File: src/rtl/conv_window_gen_pkg.sv
// Shared parameters, types and helpers for the 3x3 convolution window generator.
//   INT_BITS : width of one pixel value
//   CH       : channels processed in parallel
//   DIM_BITS : width of the image row/column counters
package conv_window_gen_pkg;

    localparam int unsigned INT_BITS = 13;
    localparam int unsigned CH       = 9;
    localparam int unsigned DIM_BITS = 10;

    localparam int unsigned COL_W = 3 * INT_BITS;
    localparam int unsigned WIN_W = 9 * INT_BITS;

    // Slice index of each image row inside one input column
    localparam int unsigned COL_TOP = 2;
    localparam int unsigned COL_MID = 1;
    localparam int unsigned COL_BOT = 0;

    typedef enum logic [1:0] {
        IDLE  = 2'd0,
        RUN   = 2'd1,
        FLUSH = 2'd2
    } state_t;

    typedef logic [CH-1:0][COL_W-1:0] col_bus_t;
    typedef logic [CH-1:0][WIN_W-1:0] win_bus_t;

    // Position tag that travels with every emitted window
    typedef struct packed {
        logic [DIM_BITS-1:0] row;
        logic [DIM_BITS-1:0] col;
        logic                done;
    } win_tag_t;

    function automatic logic [INT_BITS-1:0] col_slice(input logic [COL_W-1:0] c,
                                                      input int unsigned      idx);
        return c[idx*INT_BITS +: INT_BITS];
    endfunction

endpackage

File: src/rtl/conv_window_gen_if.sv
// Column-in / window-out bus of the window generator.
//   slave  : the generator (takes start/geometry/columns, drives windows)
//   master : the upstream/downstream side (testbench or line buffer + MAC array)
interface conv_window_gen_if;
    import conv_window_gen_pkg::*;

    logic                start;
    logic [DIM_BITS-1:0] img_w;
    logic [DIM_BITS-1:0] img_h;
    logic                valid_in;
    col_bus_t            col_in;
    win_bus_t            win_out;
    logic                win_valid;
    logic [DIM_BITS-1:0] win_row;
    logic [DIM_BITS-1:0] win_col;
    logic                frame_done;
    logic                busy;

    modport slave (
        input  start, img_w, img_h, valid_in, col_in,
        output win_out, win_valid, win_row, win_col, frame_done, busy
    );

    modport master (
        output start, img_w, img_h, valid_in, col_in,
        input  win_out, win_valid, win_row, win_col, frame_done, busy
    );

endinterface

File: src/rtl/conv_window_gen_win_shift3x3.sv
// One channel's L/M/R column registers and its registered, vertically masked 3x3 window.
//   clk, reset    : clock, async active-high reset
//   i_clear       : zero L/M/R (left padding for a new row)
//   i_load0       : L,M <= 0, R <= i_col (column 0 of a new row)
//   i_shift       : L <= M, M <= R, R <= i_col
//   i_emit        : register a new window
//   i_emit_flush  : window right column is padding instead of i_col
//   i_mask_top/bot: force top/bottom window row to zero
//   o_win         : row-major window, MSB slice = top-left
module conv_window_gen_win_shift3x3
    import conv_window_gen_pkg::*;
(
    input  logic             clk,
    input  logic             reset,
    input  logic             i_clear,
    input  logic             i_load0,
    input  logic             i_shift,
    input  logic             i_emit,
    input  logic             i_emit_flush,
    input  logic             i_mask_top,
    input  logic             i_mask_bot,
    input  logic [COL_W-1:0] i_col,
    output logic [WIN_W-1:0] o_win
);

    logic [COL_W-1:0] r_l, r_m, r_r;
    logic [COL_W-1:0] w_l_nxt, w_m_nxt, w_r_nxt;
    logic [COL_W-1:0] w_right;
    logic [WIN_W-1:0] w_win;
    logic [WIN_W-1:0] r_win;

    // Next column register contents
    always_comb begin
        w_l_nxt = r_l;
        w_m_nxt = r_m;
        w_r_nxt = r_r;
        if (i_clear) begin
            w_l_nxt = '0;
            w_m_nxt = '0;
            w_r_nxt = '0;
        end else if (i_load0) begin
            w_l_nxt = '0;
            w_m_nxt = '0;
            w_r_nxt = i_col;
        end else if (i_shift) begin
            w_l_nxt = r_m;
            w_m_nxt = r_r;
            w_r_nxt = i_col;
        end
    end

    // Window after the shift is {M, R, col}; a flush uses {M, R, 0}
    always_comb begin
        w_right = i_emit_flush ? '0 : i_col;
        w_win   = {col_slice(r_m, COL_TOP), col_slice(r_r, COL_TOP), col_slice(w_right, COL_TOP),
                   col_slice(r_m, COL_MID), col_slice(r_r, COL_MID), col_slice(w_right, COL_MID),
                   col_slice(r_m, COL_BOT), col_slice(r_r, COL_BOT), col_slice(w_right, COL_BOT)};
        if (i_mask_top) w_win[WIN_W-1 -: 3*INT_BITS] = '0;
        if (i_mask_bot) w_win[3*INT_BITS-1:0]        = '0;
    end

    always_ff @(posedge clk or posedge reset) begin
        if (reset) begin
            r_l   <= '0;
            r_m   <= '0;
            r_r   <= '0;
            r_win <= '0;
        end else begin
            r_l <= w_l_nxt;
            r_m <= w_m_nxt;
            r_r <= w_r_nxt;
            if (i_emit) r_win <= w_win;
        end
    end

    assign o_win = r_win;

endmodule

File: src/rtl/conv_window_gen.sv
// 3x3 window generator with 1-pixel zero padding ("same" convolution).
// Turns 3-row pixel columns into one tagged window per output pixel.
//   clk, reset : clock, async active-high reset (aborts any frame)
//   io_bus     : start/img_w/img_h/valid_in/col_in in;
//                win_out/win_valid/win_row/win_col/frame_done/busy out
module conv_window_gen
    import conv_window_gen_pkg::*;
(
    input  logic             clk,
    input  logic             reset,
    conv_window_gen_if.slave io_bus
);

    state_t              r_state, w_state_nxt;
    logic [DIM_BITS-1:0] r_w, r_h, r_col_cnt, r_row_cnt;
    logic [DIM_BITS-1:0] w_w_nxt, w_h_nxt, w_col_nxt, w_row_nxt;
    logic                r_win_valid, w_win_valid_nxt;
    logic                r_busy, w_busy_nxt;
    win_tag_t            r_tag, w_tag_nxt;
    logic                w_clear, w_load0, w_shift, w_emit, w_emit_flush;
    logic                w_last_row, w_mask_top;

    assign w_last_row = (r_row_cnt == r_h - DIM_BITS'(1));
    assign w_mask_top = (r_row_cnt == '0);

    // Next-state, counters and channel controls; start overrides everything
    always_comb begin
        w_state_nxt     = r_state;
        w_w_nxt         = r_w;
        w_h_nxt         = r_h;
        w_col_nxt       = r_col_cnt;
        w_row_nxt       = r_row_cnt;
        w_win_valid_nxt = 1'b0;
        w_tag_nxt       = r_tag;
        w_tag_nxt.done  = 1'b0;
        w_clear         = 1'b0;
        w_load0         = 1'b0;
        w_shift         = 1'b0;
        w_emit          = 1'b0;
        w_emit_flush    = 1'b0;

        if (io_bus.start) begin
            w_w_nxt   = io_bus.img_w;
            w_h_nxt   = io_bus.img_h;
            w_row_nxt = '0;
            if (io_bus.valid_in) begin
                w_load0     = 1'b1;
                w_col_nxt   = DIM_BITS'(1);
                w_state_nxt = (io_bus.img_w == DIM_BITS'(1)) ? FLUSH : RUN;
            end else begin
                w_clear     = 1'b1;
                w_col_nxt   = '0;
                w_state_nxt = RUN;
            end
        end else begin
            unique case (r_state)
                IDLE: ;
                RUN: begin
                    if (io_bus.valid_in) begin
                        w_shift   = 1'b1;
                        w_col_nxt = r_col_cnt + DIM_BITS'(1);
                        if (r_col_cnt != '0) begin
                            w_emit          = 1'b1;
                            w_win_valid_nxt = 1'b1;
                            w_tag_nxt.row   = r_row_cnt;
                            w_tag_nxt.col   = r_col_cnt - DIM_BITS'(1);
                        end
                        if (r_col_cnt == r_w - DIM_BITS'(1)) w_state_nxt = FLUSH;
                    end
                end
                FLUSH: begin
                    w_emit          = 1'b1;
                    w_emit_flush    = 1'b1;
                    w_win_valid_nxt = 1'b1;
                    w_tag_nxt.row   = r_row_cnt;
                    w_tag_nxt.col   = r_w - DIM_BITS'(1);
                    w_tag_nxt.done  = w_last_row;
                    if (w_last_row) begin
                        w_clear     = 1'b1;
                        w_col_nxt   = '0;
                        w_row_nxt   = '0;
                        w_state_nxt = IDLE;
                    end else begin
                        w_row_nxt = r_row_cnt + DIM_BITS'(1);
                        if (io_bus.valid_in) begin
                            w_load0     = 1'b1;
                            w_col_nxt   = DIM_BITS'(1);
                            // a 1-pixel-wide row is complete as soon as col 0 arrives
                            w_state_nxt = (r_w == DIM_BITS'(1)) ? FLUSH : RUN;
                        end else begin
                            w_clear     = 1'b1;
                            w_col_nxt   = '0;
                            w_state_nxt = RUN;
                        end
                    end
                end
                default: w_state_nxt = IDLE;
            endcase
        end
        w_busy_nxt = (w_state_nxt != IDLE);
    end

    always_ff @(posedge clk or posedge reset) begin
        if (reset) begin
            r_state     <= IDLE;
            r_w         <= '0;
            r_h         <= '0;
            r_col_cnt   <= '0;
            r_row_cnt   <= '0;
            r_win_valid <= 1'b0;
            r_busy      <= 1'b0;
            r_tag       <= '0;
        end else begin
            r_state     <= w_state_nxt;
            r_w         <= w_w_nxt;
            r_h         <= w_h_nxt;
            r_col_cnt   <= w_col_nxt;
            r_row_cnt   <= w_row_nxt;
            r_win_valid <= w_win_valid_nxt;
            r_busy      <= w_busy_nxt;
            r_tag       <= w_tag_nxt;
        end
    end

    // Per-channel column registers sharing one controller
    for (genvar g = 0; g < CH; g++) begin : g_ch
        conv_window_gen_win_shift3x3 u_shift (
            .clk          (clk),
            .reset        (reset),
            .i_clear      (w_clear),
            .i_load0      (w_load0),
            .i_shift      (w_shift),
            .i_emit       (w_emit),
            .i_emit_flush (w_emit_flush),
            .i_mask_top   (w_mask_top),
            .i_mask_bot   (w_last_row),
            .i_col        (io_bus.col_in[g]),
            .o_win        (io_bus.win_out[g])
        );
    end

    assign io_bus.win_valid  = r_win_valid;
    assign io_bus.win_row    = r_tag.row;
    assign io_bus.win_col    = r_tag.col;
    assign io_bus.frame_done = r_tag.done;
    assign io_bus.busy       = r_busy;

endmodule

File: src/flat_wrapper.sv
// flat-port wrapper written by rule: the top's interface ports become plain ports
module conv_window_gen_flat import conv_window_gen_pkg::*;
  (clk, reset, io_bus_start, io_bus_img_w, io_bus_img_h, io_bus_valid_in, io_bus_col_in, io_bus_win_out, io_bus_win_valid, io_bus_win_row, io_bus_win_col, io_bus_frame_done, io_bus_busy);
  conv_window_gen_if io_bus_i ();
  input  logic clk;
  input  logic reset;
  input wire logic [$bits(io_bus_i.start)-1:0] io_bus_start;
  input wire logic [$bits(io_bus_i.img_w)-1:0] io_bus_img_w;
  input wire logic [$bits(io_bus_i.img_h)-1:0] io_bus_img_h;
  input wire logic [$bits(io_bus_i.valid_in)-1:0] io_bus_valid_in;
  input wire logic [$bits(io_bus_i.col_in)-1:0] io_bus_col_in;
  output wire logic [$bits(io_bus_i.win_out)-1:0] io_bus_win_out;
  output wire logic [$bits(io_bus_i.win_valid)-1:0] io_bus_win_valid;
  output wire logic [$bits(io_bus_i.win_row)-1:0] io_bus_win_row;
  output wire logic [$bits(io_bus_i.win_col)-1:0] io_bus_win_col;
  output wire logic [$bits(io_bus_i.frame_done)-1:0] io_bus_frame_done;
  output wire logic [$bits(io_bus_i.busy)-1:0] io_bus_busy;
  assign io_bus_i.start = io_bus_start;
  assign io_bus_i.img_w = io_bus_img_w;
  assign io_bus_i.img_h = io_bus_img_h;
  assign io_bus_i.valid_in = io_bus_valid_in;
  assign io_bus_i.col_in = io_bus_col_in;
  assign io_bus_win_out = io_bus_i.win_out;
  assign io_bus_win_valid = io_bus_i.win_valid;
  assign io_bus_win_row = io_bus_i.win_row;
  assign io_bus_win_col = io_bus_i.win_col;
  assign io_bus_frame_done = io_bus_i.frame_done;
  assign io_bus_busy = io_bus_i.busy;
  conv_window_gen u_core (.clk(clk), .reset(reset), .io_bus(io_bus_i));
endmodule
File: config.mk
export PLATFORM = sky130hd
export DESIGN_NAME = conv_window_gen_flat
export DESIGN_NICKNAME = d
export VERILOG_FILES = /design/src/rtl/conv_window_gen_pkg.sv /design/src/rtl/conv_window_gen_if.sv /design/src/rtl/conv_window_gen_win_shift3x3.sv /design/src/rtl/conv_window_gen.sv /design/src/flat_wrapper.sv
export SDC_FILE = /design/constraint.sdc
export NUM_CORES = 2
export LEC_CHECK = 0
export BUFFER_PORTS_ARGS = -buffer_cell sky130_fd_sc_hd__buf_4
export CAP_MARGIN = 15
export CORE_AREA = 2 2 568 570
export CTS_BUF_LIST = sky130_fd_sc_hd__clkbuf_4 sky130_fd_sc_hd__clkbuf_8
export CTS_CLUSTER_SIZE = 8
export DETAILED_ROUTE_END_ITERATION = 10
export DIE_AREA = 0 0 570 572
export PLACE_DENSITY_LB_ADDON = 0.25
export SLEW_MARGIN = 20
export SYNTH_ARGS = -nofsm -noshare
export SYNTH_HDL_FRONTEND = slang
export SYNTH_SLANG_ARGS = --single-unit
File: constraint.sdc
create_clock -name clk -period 53.1 [get_ports clk]
set_input_delay 0 -clock clk [delete_from_list [all_inputs] [get_ports clk]]
set_output_delay 0 -clock clk [all_outputs]
set_load 0.005 [all_outputs]
==> run_results.csv <==
group,metric,value,unit
finish,area_delta_synth_final,42.6,%
clocking,cts_setup_buffers,0,
global_routing,grt_first_pass_wirelength,458000,microns
synthesis,synthesis.nets,7146,
die,die_h,572,microns
worst_hold_path,min_path_type,"input pin to register",
die,row_count,208,
synthesis,synth_edf_count,0,
synthesis,synth.avg_cell_area,10.3,sq um
clocking,numCtsBuffers,333,
sta,setup-violations-final,0,
power,pwr-share-seq,43.6,%
detailed_routing,antenna_left,0,
die,die_w,570,microns
clocking,clock_sinks,1820,
global_routing,grt_pass1_vias,61300,
sta,fin_skew,0.0876,ns
sta,slew_violations,0,
clocking,cts_root_buf,"clkbuf_8",
setup_path,crit_type,"register to register",
power,comb_power_share,21.9,%
finish,fin_nets,9267,
detailed_routing,wl_met2,149000,microns
sta,max_freq,0.176,GHz
synthesis,yosys.cell_count.top_type,"nand2_1",
power,pwr_density_cell,42.2,nW/um^2
global_routing,grt_max_degree,210,
clocking,htree_levels,5,
sta,fin_crit_sh,10.7,%
sta,hold_viol_final,0,
synthesis,netlist_area,69500,sq um
synthesis,ys_top_cells_by_area,"dfrtp_1, nand2_1, a22o_1",
setup_path,endpoint_kind,"register",
detailed_routing,dr.first_iter.drc_count,4591,
power,vdd_drop_max,22.2,uV
setup_path,cp_max_fo,119,
placed_design,dpl_worst_slack,47.55,ns
power,clock_power_share,34.5,%
synthesis,synth.distinct_cells,59,
sta,relSlewSlack,18.5,%
sta,rsz0062_at_grt,"false",
detailed_routing,wl_per_cell,24.1,microns
clocking,clkTransAtPathRegs,0.06,ns
setup_path,arrival,6.51,ns
detailed_routing,vias,60600,
setup_path,required,53.94,ns
detailed_routing,drc,0,
die,initial_core_util,21.7,%
synthesis,synth_top_flop_cell,"dfrtp_1",
setup_path,cp-start-kind,"register",
global_routing,grt-ovfl-total,0,
synthesis,yosysWarningCount,0,
placed_design,dp.cells,12000,
synthesis,seq_area_frac_synth,65.5,%
detailed_routing,topRoutingLayerUsed,"met5",
sta,timing.hold.ws,0.0904,ns
synthesis,synth_cells,6759,
die,die_area,326000,sq um
placed_design,placed_cell_area,84200,sq um
clocking,cts_buffer_depth,4,
global_routing,antenna_found_initial,46,
synthesis,async_reset_ff_share,100,%
sta,finalSetupTns,0,ns
synthesis,synth_commonest_cells,"nand2_1, dfrtp_1, a22o_1, clkbuf_1, a21oi_1",
finish,fin_cells,13300,
outcome,status,"completed",
placed_design,hpwl,219000,microns
sta,tightest_slew,1.22,ns
power,sw_frac_of_total,31.4,%
finish,nFillCells,33200,
detailed_routing,routed_wl,321000,microns
finish,fin_area,99100,sq um
synthesis,synth_top_cell_area_share,65.5,%
job,max-cap-violations,0,
power,internal_power,2.87,mW
finish,post-route-util,31.0,%
power,power.total,4.19,mW
synthesis,yosysTopAreaCell,"dfrtp_1",
power,p_switching,1.31,mW
detailed_routing,vias_per_cell,4.54,
finish,layout-drive-gt1-share,23.7,%
placed_design,numPortBuffers,1450,
sta,finalCriticalPeriod,5.68,ns
power,p_leak,49.1,nW
sta,fin_ws,47.42,ns
clocking,clk_latency,1.03,ns
clocking,cts_tree,"yes",
global_routing,track_usage,19.0,%
placed_design,gp_congestion,0.873,
die,core,320000,sq um
detailed_routing,wl_met1,133000,microns
synthesis,synth_seq_cells,1820,
detailed_routing,met3_length,25900,microns
detailed_routing,drt_pass1_iterations,6,
die,ioPinCount,1451,
## metal layers
metal  vias to the layer above  track usage (%)
li1                      26900                -
met1                     30900             23.9
met2                      2271             30.6
met3                       495             5.53
met4                        26             7.12
met5                         -                0
## worst max-delay path: stages (launching register included)
cell	delay [ns]
dfrtp_1	0.42
inv_1	0.13
ha_1	0.36
nand2_4	0.44
a41oi_1	0.54
o21ai_4	0.12
inv_8	0.50
buf_4	0.83
buf_4	0.77
buf_4	0.77
nand2_1	0.11
o21ai_0	0.16
## cell families (layout without fill, tap and decap cells)
| logic type | count (synthesis) | count (layout) | share of synthesized area, % |
|---|---|---|---|
| simple gates | 3073 | 3073 | 17.6 |
| flops | 1820 | 1820 | 65.5 |
| compound gates | 1247 | 1247 | 12.3 |
| buf+inv | 537 | 2906 | 3.35 |
| xor+xnor | 45 | 45 | 0.609 |
| mux | 25 | 25 | 0.403 |
| fa+ha+maj | 12 | 12 | 0.216 |
| other cells | 0 | 20 | 0 |
## cell usage in the layout (no fill, tap or decap), drive strengths merged, types with 4 or more instances in the layout
cell	count
a21o	4
a21oi	364
a22o	591
and3	7
buf	1539
bufinv	6
clkbuf	521
clkinv	30
clkinvlp	6
dfrtp	1820
diode	20
dlygate4sd3	767
ha	12
inv	37
mux2	24
nand2	2614
nand3	361
nor2	35
nor2b	6
nor3	8
nor4	9
nor4b	4
o21ai	260
o31ai	6
or3	6
or4	4
xnor2	22
xor2	21
## power groups by stage
stage | sequential, mW | clock [mW] | combinational (mW)
6_report | 1.82 | 1.45 | 0.917
5_1_grt | 1.85 | 1.55 | 0.996
4_1_cts | 1.82 | 1.49 | 0.931
3_5_place_dp | 1.84 | 0 | 0.880
3_3_place_gp | 1.83 | 0 | 0.874
2_1_floorplan | 1.81 | 0 | 0.307
## cell type report
| type | count | area (sq um) | area share, % |
|---|---|---|---|
| diodes | 20 | 50.0 | 0.0505 |
| clock buffers | 521 | 6460 | 6.52 |
| clock inverters | 62 | 664 | 0.671 |
| inverters | 17 | 83.8 | 0.0846 |
| multi-input cells | 4402 | 21700 | 21.9 |
| flip-flops and latches | 1820 | 45500 | 46.0 |
| well taps | 4200 | 5260 | 5.30 |
| repair buffers | 2306 | 19400 | 19.5 |
## sequential cells by signal (all words and copies together), names as in the netlist
name and cells:
u_core.io_bus.frame_done 1, u_core.g_ch.u_shift.r_m 351, u_core.r_row_cnt 10, u_core.r_h 10
u_core.io_bus.busy 1, u_core.r_w 10, u_core.r_col_cnt 10, u_core.io_bus.win_row 10
u_core.io_bus.win_valid 1, u_core.g_ch.u_shift.o_win 1053, u_core.r_state 2, u_core.g_ch.u_shift.r_r 351
u_core.io_bus.win_col 10
## worst paths after layout
path                                                start                                to  slack [ns]  cells past startpoint
max reg2reg                             u_core.r_state[1]  u_core.g_ch[1].u_shift.o_win[18]       47.42                     11
max                                     u_core.r_state[1]  u_core.g_ch[1].u_shift.o_win[18]       47.42                     11
min                                    io_bus_col_in[155]    u_core.g_ch[3].u_shift.r_r[38]        0.09                      3
max in group asynchronous                           reset  u_core.g_ch[5].u_shift.o_win[45]       48.22                      9
min in group asynchronous                           reset    u_core.g_ch[1].u_shift.r_m[15]        0.43                      4
min reg2reg                u_core.g_ch[8].u_shift.r_m[25]  u_core.g_ch[8].u_shift.o_win[77]        0.45                      2
## timing repair
item                                    4_1_cts  5_1_grt
endpoints found under the hold margin      1173        0
resized for setup                             0        0
hold buffers                                767        0
endpoints found under the setup margin        0        0
Power figures use the tool's default switching activity.
